--- src/rtl/btn_event_ctrl.sv ---
`default_nettype none
// ============================================================================
// Module   : btn_event_ctrl
// Purpose  : Per-button debounce FSMs on a shared sample tick, press/release
//            (optional auto-repeat) event flags, round-robin serialisation
//            onto one valid/ready event port. Optional: BTN_AUTOREPEAT_EN.
// Revision : 1.0
// ============================================================================
module btn_event_ctrl #(
  parameter int N_BTN        = 4,
  parameter int TICK_DIV     = 50000,
  parameter int STABLE_CNT   = 8,
  parameter int HOLD_TICKS   = 500,
  parameter int REPEAT_TICKS = 100
) (
  input  logic                     clk,
  input  logic                     rst_n,
  input  logic [N_BTN-1:0]         btn_raw,
  output logic [N_BTN-1:0]         btn_level,
  output logic                     evt_valid,
  input  logic                     evt_ready,
  output logic [$clog2(N_BTN)-1:0] evt_id,
  output logic [1:0]               evt_type,
  output logic                     evt_drop
);

  localparam int IDW = $clog2(N_BTN);
  localparam int SW  = IDW + 1;
  localparam int TW  = $clog2(TICK_DIV);
  localparam int CW  = $clog2(STABLE_CNT + 1);

  localparam logic [1:0] ST_IDLE    = 2'd0;
  localparam logic [1:0] ST_ARM_ON  = 2'd1;
  localparam logic [1:0] ST_PRESSED = 2'd2;
  localparam logic [1:0] ST_ARM_OFF = 2'd3;

  localparam logic [1:0] TYPE_PRESS   = 2'b00;
  localparam logic [1:0] TYPE_RELEASE = 2'b01;
  localparam logic [1:0] TYPE_REPEAT  = 2'b10;

  if (N_BTN < 2 || TICK_DIV < 2 || STABLE_CNT < 1 ||
      HOLD_TICKS < 1 || REPEAT_TICKS < 1) begin : g_bad_params
    $error("btn_event_ctrl: illegal parameter set");
  end

  // ---------------------------------------------------------------- signals
  logic [N_BTN-1:0]          sync1_q, sync1_d, sync2_q, sync2_d;
  logic [TW-1:0]             tick_cnt_q, tick_cnt_d;
  logic                      tick;

  logic [N_BTN-1:0][1:0]     state_q, state_d;
  logic [N_BTN-1:0][CW-1:0]  cnt_q, cnt_d;
  logic [N_BTN-1:0]          level_q, level_d;
  logic [N_BTN-1:0]          set_press, set_rel;

  logic [N_BTN-1:0]          pend_press_q, pend_press_d;
  logic [N_BTN-1:0]          pend_rel_q, pend_rel_d;
  logic [N_BTN-1:0]          pend_rep, pend_any;
  logic [N_BTN-1:0]          clr_press, clr_rel;

  logic                      req_found;
  logic [IDW-1:0]            req_idx;
  logic [1:0]                req_type;
  logic [SW-1:0]             scan;

  logic                      load;
  logic                      valid_q, valid_d;
  logic [IDW-1:0]            id_q, id_d;
  logic [1:0]                type_q, type_d;
  logic                      drop_q, drop_d;
  logic [IDW-1:0]            rr_q, rr_d;

`ifdef BTN_AUTOREPEAT_EN
  localparam int HMAX = (HOLD_TICKS > REPEAT_TICKS) ? HOLD_TICKS : REPEAT_TICKS;
  localparam int HW   = $clog2(HMAX + 1);

  logic [N_BTN-1:0][HW-1:0]  hold_q, hold_d;
  logic [N_BTN-1:0]          rep_armed_q, rep_armed_d;
  logic [N_BTN-1:0]          set_rep, clr_rep;
  logic [N_BTN-1:0]          pend_rep_q, pend_rep_d;

  assign pend_rep = pend_rep_q;
`else
  assign pend_rep = '0;
`endif

  assign pend_any = pend_press_q | pend_rel_q | pend_rep;

  // ------------------------------------------------------ sync + timebase
  always_comb begin
    sync1_d    = btn_raw;
    sync2_d    = sync1_q;
    tick       = (tick_cnt_q == TW'(TICK_DIV - 1));
    tick_cnt_d = tick ? '0 : tick_cnt_q + TW'(1);
  end

  // ------------------------------------------------------ debounce FSMs
  always_comb begin
    state_d   = state_q;
    cnt_d     = cnt_q;
    level_d   = level_q;
    set_press = '0;
    set_rel   = '0;
`ifdef BTN_AUTOREPEAT_EN
    hold_d      = hold_q;
    rep_armed_d = rep_armed_q;
    set_rep     = '0;
`endif
    if (tick) begin
      for (int i = 0; i < N_BTN; i++) begin
        case (state_q[i])
          ST_IDLE: begin
            if (sync2_q[i]) begin
              if (STABLE_CNT == 1) begin
                state_d[i]   = ST_PRESSED;
                level_d[i]   = 1'b1;
                set_press[i] = 1'b1;
                cnt_d[i]     = '0;
`ifdef BTN_AUTOREPEAT_EN
                hold_d[i]      = '0;
                rep_armed_d[i] = 1'b0;
`endif
              end else begin
                state_d[i] = ST_ARM_ON;
                cnt_d[i]   = CW'(1);
              end
            end
          end
          ST_ARM_ON: begin
            if (!sync2_q[i]) begin
              state_d[i] = ST_IDLE;
              cnt_d[i]   = '0;
            end else if (cnt_q[i] + CW'(1) == CW'(STABLE_CNT)) begin
              state_d[i]   = ST_PRESSED;
              level_d[i]   = 1'b1;
              set_press[i] = 1'b1;
              cnt_d[i]     = '0;
`ifdef BTN_AUTOREPEAT_EN
              hold_d[i]      = '0;
              rep_armed_d[i] = 1'b0;
`endif
            end else begin
              cnt_d[i] = cnt_q[i] + CW'(1);
            end
          end
          ST_PRESSED: begin
            if (!sync2_q[i]) begin
              if (STABLE_CNT == 1) begin
                state_d[i] = ST_IDLE;
                level_d[i] = 1'b0;
                set_rel[i] = 1'b1;
                cnt_d[i]   = '0;
              end else begin
                state_d[i] = ST_ARM_OFF;
                cnt_d[i]   = CW'(1);
              end
            end
`ifdef BTN_AUTOREPEAT_EN
            // Hold counter only advances while firmly pressed; first period is
            // HOLD_TICKS, every later one REPEAT_TICKS.
            else if (hold_q[i] + HW'(1) ==
                     (rep_armed_q[i] ? HW'(REPEAT_TICKS) : HW'(HOLD_TICKS))) begin
              set_rep[i]     = 1'b1;
              hold_d[i]      = '0;
              rep_armed_d[i] = 1'b1;
            end else begin
              hold_d[i] = hold_q[i] + HW'(1);
            end
`endif
          end
          ST_ARM_OFF: begin
            if (sync2_q[i]) begin
              state_d[i] = ST_PRESSED;
              cnt_d[i]   = '0;
            end else if (cnt_q[i] + CW'(1) == CW'(STABLE_CNT)) begin
              state_d[i] = ST_IDLE;
              level_d[i] = 1'b0;
              set_rel[i] = 1'b1;
              cnt_d[i]   = '0;
            end else begin
              cnt_d[i] = cnt_q[i] + CW'(1);
            end
          end
          default: begin
            state_d[i] = ST_IDLE;
            cnt_d[i]   = '0;
          end
        endcase
      end
    end
  end

  // ------------------------------------------------------ round-robin pick
  always_comb begin
    req_found = 1'b0;
    req_idx   = '0;
    scan      = '0;
    for (int k = 0; k < N_BTN; k++) begin
      scan = {1'b0, rr_q} + SW'(k);
      if (scan >= SW'(N_BTN)) scan = scan - SW'(N_BTN);
      if (!req_found && pend_any[scan[IDW-1:0]]) begin
        req_found = 1'b1;
        req_idx   = scan[IDW-1:0];
      end
    end
    if (pend_press_q[req_idx])  req_type = TYPE_PRESS;
    else if (pend_rep[req_idx]) req_type = TYPE_REPEAT;
    else                        req_type = TYPE_RELEASE;
  end

  // ------------------------------------------------------ output register
  always_comb begin
    load      = !valid_q || evt_ready;
    valid_d   = valid_q;
    id_d      = id_q;
    type_d    = type_q;
    rr_d      = rr_q;
    clr_press = '0;
    clr_rel   = '0;
`ifdef BTN_AUTOREPEAT_EN
    clr_rep   = '0;
`endif
    if (load) begin
      valid_d = req_found;
      if (req_found) begin
        id_d   = req_idx;
        type_d = req_type;
        if (req_type == TYPE_PRESS)        clr_press[req_idx] = 1'b1;
        else if (req_type == TYPE_RELEASE) clr_rel[req_idx]   = 1'b1;
`ifdef BTN_AUTOREPEAT_EN
        else                               clr_rep[req_idx]   = 1'b1;
`endif
        rr_d = (req_idx == IDW'(N_BTN - 1)) ? '0 : req_idx + IDW'(1);
      end
    end

    // A set landing on the clock its flag is consumed is a fresh event, not a loss.
    pend_press_d = (pend_press_q & ~clr_press) | set_press;
    pend_rel_d   = (pend_rel_q & ~clr_rel) | set_rel;
    drop_d       = |(set_press & pend_press_q & ~clr_press) |
                   |(set_rel & pend_rel_q & ~clr_rel);
`ifdef BTN_AUTOREPEAT_EN
    pend_rep_d   = (pend_rep_q & ~clr_rep) | set_rep;
    drop_d       = drop_d | (|(set_rep & pend_rep_q & ~clr_rep));
`endif
  end

  // ------------------------------------------------------ state registers
  always_ff @(posedge clk or negedge rst_n) begin
    if (!rst_n) begin
      sync1_q      <= '0;
      sync2_q      <= '0;
      tick_cnt_q   <= '0;
      state_q      <= {N_BTN{ST_IDLE}};
      cnt_q        <= '0;
      level_q      <= '0;
      pend_press_q <= '0;
      pend_rel_q   <= '0;
      valid_q      <= 1'b0;
      id_q         <= '0;
      type_q       <= '0;
      drop_q       <= 1'b0;
      rr_q         <= '0;
`ifdef BTN_AUTOREPEAT_EN
      hold_q       <= '0;
      rep_armed_q  <= '0;
      pend_rep_q   <= '0;
`endif
    end else begin
      sync1_q      <= sync1_d;
      sync2_q      <= sync2_d;
      tick_cnt_q   <= tick_cnt_d;
      state_q      <= state_d;
      cnt_q        <= cnt_d;
      level_q      <= level_d;
      pend_press_q <= pend_press_d;
      pend_rel_q   <= pend_rel_d;
      valid_q      <= valid_d;
      id_q         <= id_d;
      type_q       <= type_d;
      drop_q       <= drop_d;
      rr_q         <= rr_d;
`ifdef BTN_AUTOREPEAT_EN
      hold_q       <= hold_d;
      rep_armed_q  <= rep_armed_d;
      pend_rep_q   <= pend_rep_d;
`endif
    end
  end

  assign btn_level = level_q;
  assign evt_valid = valid_q;
  assign evt_id    = id_q;
  assign evt_type  = type_q;
  assign evt_drop  = drop_q;

endmodule
`default_nettype wire

--- config.mk ---
export PLATFORM = sky130hd
export DESIGN_NAME = btn_event_ctrl
export DESIGN_NICKNAME = d
export VERILOG_FILES = /design/src/rtl/btn_event_ctrl.sv
export SDC_FILE = /design/constraint.sdc
export NUM_CORES = 1
export LEC_CHECK = 0
export CAP_MARGIN = 0
export CORE_UTILIZATION = 50
export DETAILED_ROUTE_END_ITERATION = 10
export GPL_ROUTABILITY_DRIVEN = 0
export PLACE_DENSITY = 0.68
export SLEW_MARGIN = 40
export SYNTH_ARGS = -nofsm -noshare
export SYNTH_HDL_FRONTEND = slang
export SYNTH_SLANG_ARGS = --single-unit
--- constraint.sdc ---
create_clock -name clk -period 2.5 [get_ports clk]
set_clock_uncertainty 0.2 [all_clocks]
set_input_delay 0.75 -clock clk [delete_from_list [all_inputs] [get_ports clk]]
set_output_delay 0.75 -clock clk [all_outputs]
set_load 0.03 [all_outputs]
==> results of run 1 <==
==> state kept, by name (all words and copies together) (netlist names), named ones only <==
signal and cells:
state_q 4, evt_type 1, tick_cnt_q 16, rr_q 2, evt_id 2, pend_press_q 4
cnt_q 16, btn_level 4, sync1_q 4, evt_drop 1, sync2_q 4, evt_valid 1
pend_rel_q 4
==> power groups by stage <==
stage / Combinational [W] / Sequential, W / Clock [W]
floorplan: 0.00101 / 0.00138 / 0
global placement: 0.00158 / 0.00138 / 0
detailed placement: 0.00158 / 0.00138 / 0
CTS: 0.00162 / 0.00136 / 0.00105
global route: 0.00185 / 0.00139 / 0.00109
finish: 0.00170 / 0.00137 / 0.00104
==> what timing repair did <==
item,in CTS,in global routing
hold buffers,0,0
resized for setup,0,14
setup endpoints to repair,0,10
hold endpoints to repair,0,0
setup buffers,0,1
==> through the flow <==
stage                     hold WS (ns)  TNS (ns)  utilization, %
after floorplan                  0.131         0               -
after global placement           0.136   -0.0406            58.7
after detailed placement         0.136   -0.0771            58.7
after CTS                        0.154         0            62.1
after global routing             0.171    -0.165            63.1
final                            0.152         0            63.1
==> final timing paths <==
path | depth (start not counted) | to | from | slack (ns)
setup / recovery | 8 | evt_drop$_DFF_PN0_ | pend_press_q[0]$_DFF_PN0_ | 0.003
hold / removal | 0 | sync2_q[2]$_DFF_PN0_ | sync1_q[2]$_DFF_PN0_ | 0.15
setup reg to reg | 8 | evt_drop$_DFF_PN0_ | pend_press_q[0]$_DFF_PN0_ | 0.003
hold reg to reg | 0 | sync2_q[2]$_DFF_PN0_ | sync1_q[2]$_DFF_PN0_ | 0.15
max in group asynchronous | 2 | cnt_q[8]$_DFFE_PN0P_ | rst_n | 1.66
min in group asynchronous | 2 | asynchronous set/reset pin | rst_n | 0.18
==> critical path, cell delays in order, from the launching register on <==
cell      delay [ns]
dfrtp_2         0.45
o21ba_2         0.25
a211o_1         0.34
a21oi_4         0.26
ha_1            0.18
nand2_1         0.08
or3_1           0.35
o311ai_0        0.12
nand4_1         0.14
==> cell families (layout without fill, tap and decap cells) <==
| kind of cell | after synthesis | after routing | share of synthesized area [%] |
|---|---|---|---|
| AO/OA/AOI/OAI | 106 | 106 | 20.0 |
| XOR/XNOR | 16 | 16 | 3.91 |
| adder cells (fa/ha/maj) | 12 | 12 | 4.19 |
| buffers and inverters | 29 | 76 | 3.21 |
| flip-flops | 67 | 67 | 46.8 |
| multiplexers | 9 | 9 | 2.65 |
| other | 1 | 1 | 0.105 |
| AND/OR/NAND/NOR | 130 | 130 | 19.1 |
==> cell usage in the layout (no fill, tap or decap), types with 3 or more instances in the layout <==
master and n:
or2_2 4, inv_1 18, o21ai_0 46, mux2_2 4
and2_1 3, nor3b_1 3, buf_12 3, dfrtp_2 3
and3_1 8, o31ai_1 3, ha_1 12, a32o_1 4
nor2_1 20, nand3_1 16, clkdlybuf4s50_1 14, nand3b_1 4
nor3_1 4, nand2_1 40, a21oi_1 18, buf_4 24
dfrtp_1 64, xnor2_1 5, mux2i_1 5, a31oi_1 5
xor2_1 11, nand2b_1 5, a22o_1 3, clkbuf_8 11
==> area by class of cell <==
cell class / count / area share, %
clock buffers: 12 / 3.58
repair buffers: 42 / 8.89
inverters: 18 / 1.56
clock inverters: 4 / 1.67
multi-input cells: 274 / 42.8
flip-flops and latches: 67 / 38.7
well taps: 96 / 2.77
==> per-layer routing <==
layer | vias to the layer above | wire (um)
li1 | 1408 | -
met1 | 1396 | 3680
met2 | 42 | 3360
met3 | 11 | 200
met4 | 0 | 104
met5 | - | 0
==> impl_metrics.py, run 1 <==
metrics = {
    "pwr": {
        "power.switching_w": 0.00153,
        "seqPwrFrac_pct": 33.3,
        "p_leak_nw": 1.95,
        "vdd_drop_max_mv": 0.499,
        "clkPwrFrac_pct": 25.2,
        "comb_power_share_pct": 41.4,
        "cell_internal_pwr_w": 0.00258,
        "total_power_w": 0.00411,
        "p_per_area_nw_per_um2": 948,
        "swShare_pct": 37.3,
    },
    "synth": {
        "synth_seq_cells": 67,
        "synth_most_common_cell": "dfrtp_1",
        "syn_area_per_cell_um2": 9.69,
        "synth_top_area_share_pct": 46.8,
        "async_flop_share_pct": 100,
        "syn_nets": 389,
        "ys.flop_type": "dfrtp_1",
        "syn_inst": 370,
        "yosysWarnings": 0,
        "ys_seq_area_share_pct": 46.8,
        "syn_area_um2": 3580,
        "yosys.area.top_type": "dfrtp_1",
        "ys_types": 60,
        "synthTopCellsByArea": "dfrtp_1 (47%), o21ai_0 (6.4%), ha_1 (4.2%), nand2_1 (4.2%), xor2_1 (2.7%)",
        "synth_edf_count": 0,
        "synthTopCellsByCount": "dfrtp_1 (67), o21ai_0 (46), nand2_1 (40), nor2_1 (21)",
    },
    "timing": {
        "rsz0062_at_grt": "true",
        "finalHoldViolCount": 0,
        "fin_crit_ns": 2.50,
        "slew_violations": 0,
        "setup_slack_ns": 0.00255,
        "finalSetupViolCount": 0,
        "fin_crit_sh_pct": 99.9,
        "fmax_mhz": 400,
    },
    "clocking": {
        "cts_buffers": 9,
        "clk_pin_slew_worst_paths_ns": 0.07,
        "cts.sinks": 67,
        "htree_levels": 3,
        "insertion_delay_ns": 0.34,
        "root_buffer": "clkbuf_8",
        "cts_tree": "yes",
        "clockBufferDepth": 2,
    },
    "cells_and_area": {
        "register_area_um2": 1680,
        "syn_to_final_growth_pct": 21.0,
        "fillers": 570,
        "final-instance-count-excl-fill": 513,
        "multiInputGateArea_um2": 1860,
        "design_area_um2": 4340,
        "drive_above_1_share_pct": 17.3,
        "diodes": 0,
        "fin_nets": 431,
    },
    "drt": {
        "routed-via-count": 2857,
        "vias_per_cell": 5.57,
        "drtIter0Drc": 99,
        "drt_wl_total_um": 7350,
        "drc": 0,
        "final_antenna_net_count": 0,
        "firstDrtPassIters": 4,
        "wl_per_cell_um": 14.3,
    },
    "placed_design": {
        "portBuffers": 15,
        "post-place-cells": 496,
        "dp_hpwl_um": 5110,
        "place_worst_setup_slack_ns": -0.0771,
        "placed_cell_area_um2": 4040,
    },
    "floorplan": {
        "fp.coreArea_um2": 6870,
        "die_area_um2": 7510,
        "ios": 17,
        "core.rowCount": 30,
        "die_height_um": 86.7,
        "die_w_um": 86.7,
        "start_util_pct": 52.2,
    },
    "global_routing": {
        "antenna_found_initial": 0,
        "grt_max_degree": 44,
        "busiest_layer": "met2",
        "use_met3_pct": 3.81,
        "grt_overflow": 0,
        "grt_pass1_wl_um": 12400,
        "met2_usage_pct": 34.3,
        "track_usage_pct": 21.5,
        "grt_pass1_vias": 2740,
        "gr-usage-met1_pct": 29.1,
    },
    "worst_setup_path": {
        "crit_fanout": 6,
        "required_ns": 2.51,
        "path_class": "register to register",
        "cp-start-kind": "register",
        "crit_arrival_ns": 2.51,
        "cp-end-kind": "register",
    },
    "min_path": {
        "worstHoldPathType": "register to register",
    },
    "flow_run": {
        "cap_violations": 0,
    },
    "run_status": {
        "outcome": "finished clean",
    },
}
Note: power is estimated with default switching activity, not from simulation.
==> run 2: changes to the inputs <==
DONT_BUFFER_PORTS = 1   (was not set)
PLACE_DENSITY = not set   (was 0.68)
==> run 2 against run 1 <==
Effect of this change: combinational power down 12%; setup slack better by 0.044 ns; power down 4.6%; largest cell class unchanged; non-clock buffer count down 22; sequential power up 3%; cell count down 4.3%; wire length down 5.2%; die area unchanged; sequential cell count unchanged; clock-buffer cell count down 3; sequential share of layout area up 2.3 points.
==> impl_metrics.py, run 2 (synthesis results as in run 1) <==
metrics = {
    "run_status": {
        "outcome": "finished clean",
    },
    "worst_setup_path": {
        "cp_num_buf_inv": 0,
        "r2r_cells": 8,
        "r2r_slack_ns": 0.05,
        "cp-end-kind": "register",
        "reg2reg_from": "pend_press_q[0]$_DFF_PN0_",
        "worstPathCellList": "o21ba_2 > a211o_1 > a21oi_4 > ha_2 > nand2_2 > or3_1 > o311ai_1 > nand4_1",
        "crit_arrival_ns": 2.46,
        "cp-start-kind": "register",
        "path_delay_family": "compound AO/OA/AOI/OAI gates",
        "slowest_stage": "dfrtp_1",
        "path_class": "register to register",
        "cpPeakStageDelay_ns": 0.43,
        "crit_fanout": 7,
        "required_ns": 2.51,
        "worstReg2RegEnd": "evt_drop$_DFF_PN0_",
    },
    "global_routing": {
        "grt_pass1_vias": 2623,
        "antenna_found_initial": 0,
        "grt_pass1_wl_um": 11900,
        "grt_max_degree": 68,
        "grt_overflow": 0,
        "track_usage_pct": 20.4,
    },
    "clocking": {
        "htree_levels": 3,
        "clk_pin_slew_worst_paths_ns": 0.08,
        "cts_tree": "yes",
        "root_buffer": "clkbuf_8",
        "clockBufferDepth": 2,
        "cts.sinks": 67,
        "cts_buffers": 9,
        "insertion_delay_ns": 0.35,
    },
    "cells_and_area": {
        "post-route-util_pct": 59.7,
        "final_common_cell": "dfrtp_1",
        "fin_nets": 409,
        "fillers": 595,
        "final_cell_mix": "dfrtp_1 (63), o21ai_0 (45), nand2_1 (39), nor2_1 (20)",
        "drive_above_1_share_pct": 16.5,
        "syn_to_final_growth_pct": 14.4,
        "diodes": 0,
        "reg_top3": "cnt_q: 16 flops, tick_cnt_q: 16 flops",
    },
    "floorplan": {
        "ios": 17,
        "die_w_um": 86.7,
        "start_util_pct": 52.2,
        "core.rowCount": 30,
        "fp.coreArea_um2": 6870,
        "die_area_um2": 7510,
        "die_height_um": 86.7,
    },
    "drt": {
        "vias_per_cell": 5.48,
        "wl_per_cell_um": 14.2,
        "drt_wl_total_um": 6970,
        "routed-via-count": 2692,
        "drtIter0Drc": 136,
        "drc": 0,
        "final_antenna_net_count": 0,
        "firstDrtPassIters": 5,
    },
    "pwr": {
        "total_power_w": 0.00392,
        "p_leak_nw": 1.83,
        "vdd_drop_max_mv": 0.363,
        "p_per_area_nw_per_um2": 956,
    },
    "min_path": {
        "worstHoldPathType": "primary input to asynchronous set/reset pin",
    },
    "timing": {
        "slew_violations": 0,
        "fin_crit_sh_pct": 98.1,
        "rsz0062_at_grt": "true",
        "finalSetupViolCount": 0,
        "fmax_mhz": 408,
        "fin_crit_ns": 2.45,
        "finalHoldViolCount": 0,
    },
    "flow_run": {
        "cap_violations": 0,
    },
    "placed_design": {
        "portBuffers": 0,
        "dp_hpwl_um": 4860,
    },
}
-- run 2: cell count changes in the layout (fill, tap and decap cells not counted), moves of 2 or more --
| cell | previous run | this run |
|---|---|---|
| inv_6 | 0 | 2 |
| clkbuf_8 | 11 | 9 |
| buf_12 | 3 | 1 |
| nor4bb_2 | 0 | 2 |
| nor4bb_4 | 2 | 0 |
| buf_4 | 24 | 18 |
| clkdlybuf4s50_1 | 14 | 0 |
-- run 2: power by group --
group          leakage (nW)  internal (W)  switching (W)  total [W]
combinational         0.844      0.000642       0.000855    0.00150
sequential            0.880       0.00120       0.000207    0.00141
clock                 0.110      0.000568       0.000448    0.00102
total                  1.83       0.00241        0.00151    0.00392
-- run 2: what timing repair did --
item | 4_1_cts | 5_1_grt
resized for setup | 0 | 14
buffers inserted | 0 | 3
setup endpoints to repair | 0 | 6
endpoints found under the hold margin | 67 | 67
-- run 2: area by class of cell --
cell class                 instances  area (um2)  area share (%)
tap                               96         120            2.93
multi-input combinational        274        1830            44.5
clock inverter                     7        98.8            2.41
clock buffer                       9         124            3.02
inverter                          18        67.6            1.65
timing repair buffer              20         183            4.45
sequential                        67        1680            41.0
-- run 2: metal layers --
layer	track usage, %	wire, um
met2	32.6	3180
met3	5.62	222
met5	0	0
met4	8.48	90
met1	26.1	3470
-- run 2: how the worst max path moves through the flow --
stage	start	to	cells past startpoint
detailed placement	pend_rel_q[2]$_DFF_PN0_	evt_drop$_DFF_PN0_	8
CTS	pend_press_q[2]$_DFF_PN0_	evt_drop$_DFF_PN0_	8
floorplan	pend_press_q[2]$_DFF_PN0_	evt_drop$_DFF_PN0_	7
global placement	pend_rel_q[2]$_DFF_PN0_	evt_drop$_DFF_PN0_	8
finish	pend_press_q[0]$_DFF_PN0_	evt_drop$_DFF_PN0_	8
global route	pend_rel_q[3]$_DFF_PN0_	evt_drop$_DFF_PN0_	11
-- run 2: worst register-to-register path, delay by kind of cell, from the launching register on --
family	cells	cell delay [ns]
flip-flops	1	0.43
AND/OR/NAND/NOR	3	0.52
adder cells (fa/ha/maj)	1	0.22
AO/OA/AOI/OAI	4	0.95
-- run 2: through the flow --
stage	setup slack [ns]	hold slack (ns)	cell area, um2	setup TNS [ns]	cells
CTS	0.0350	-0.135	4010	0	487
floorplan	0.202	0.131	3580	0	370
detailed placement	0.0462	0.138	3790	0	471
global placement	0.0924	0.134	3790	0	471
global route	-0.0461	0.0926	4100	-0.0488	491
finish	0.0464	0.0647	4100	0	491
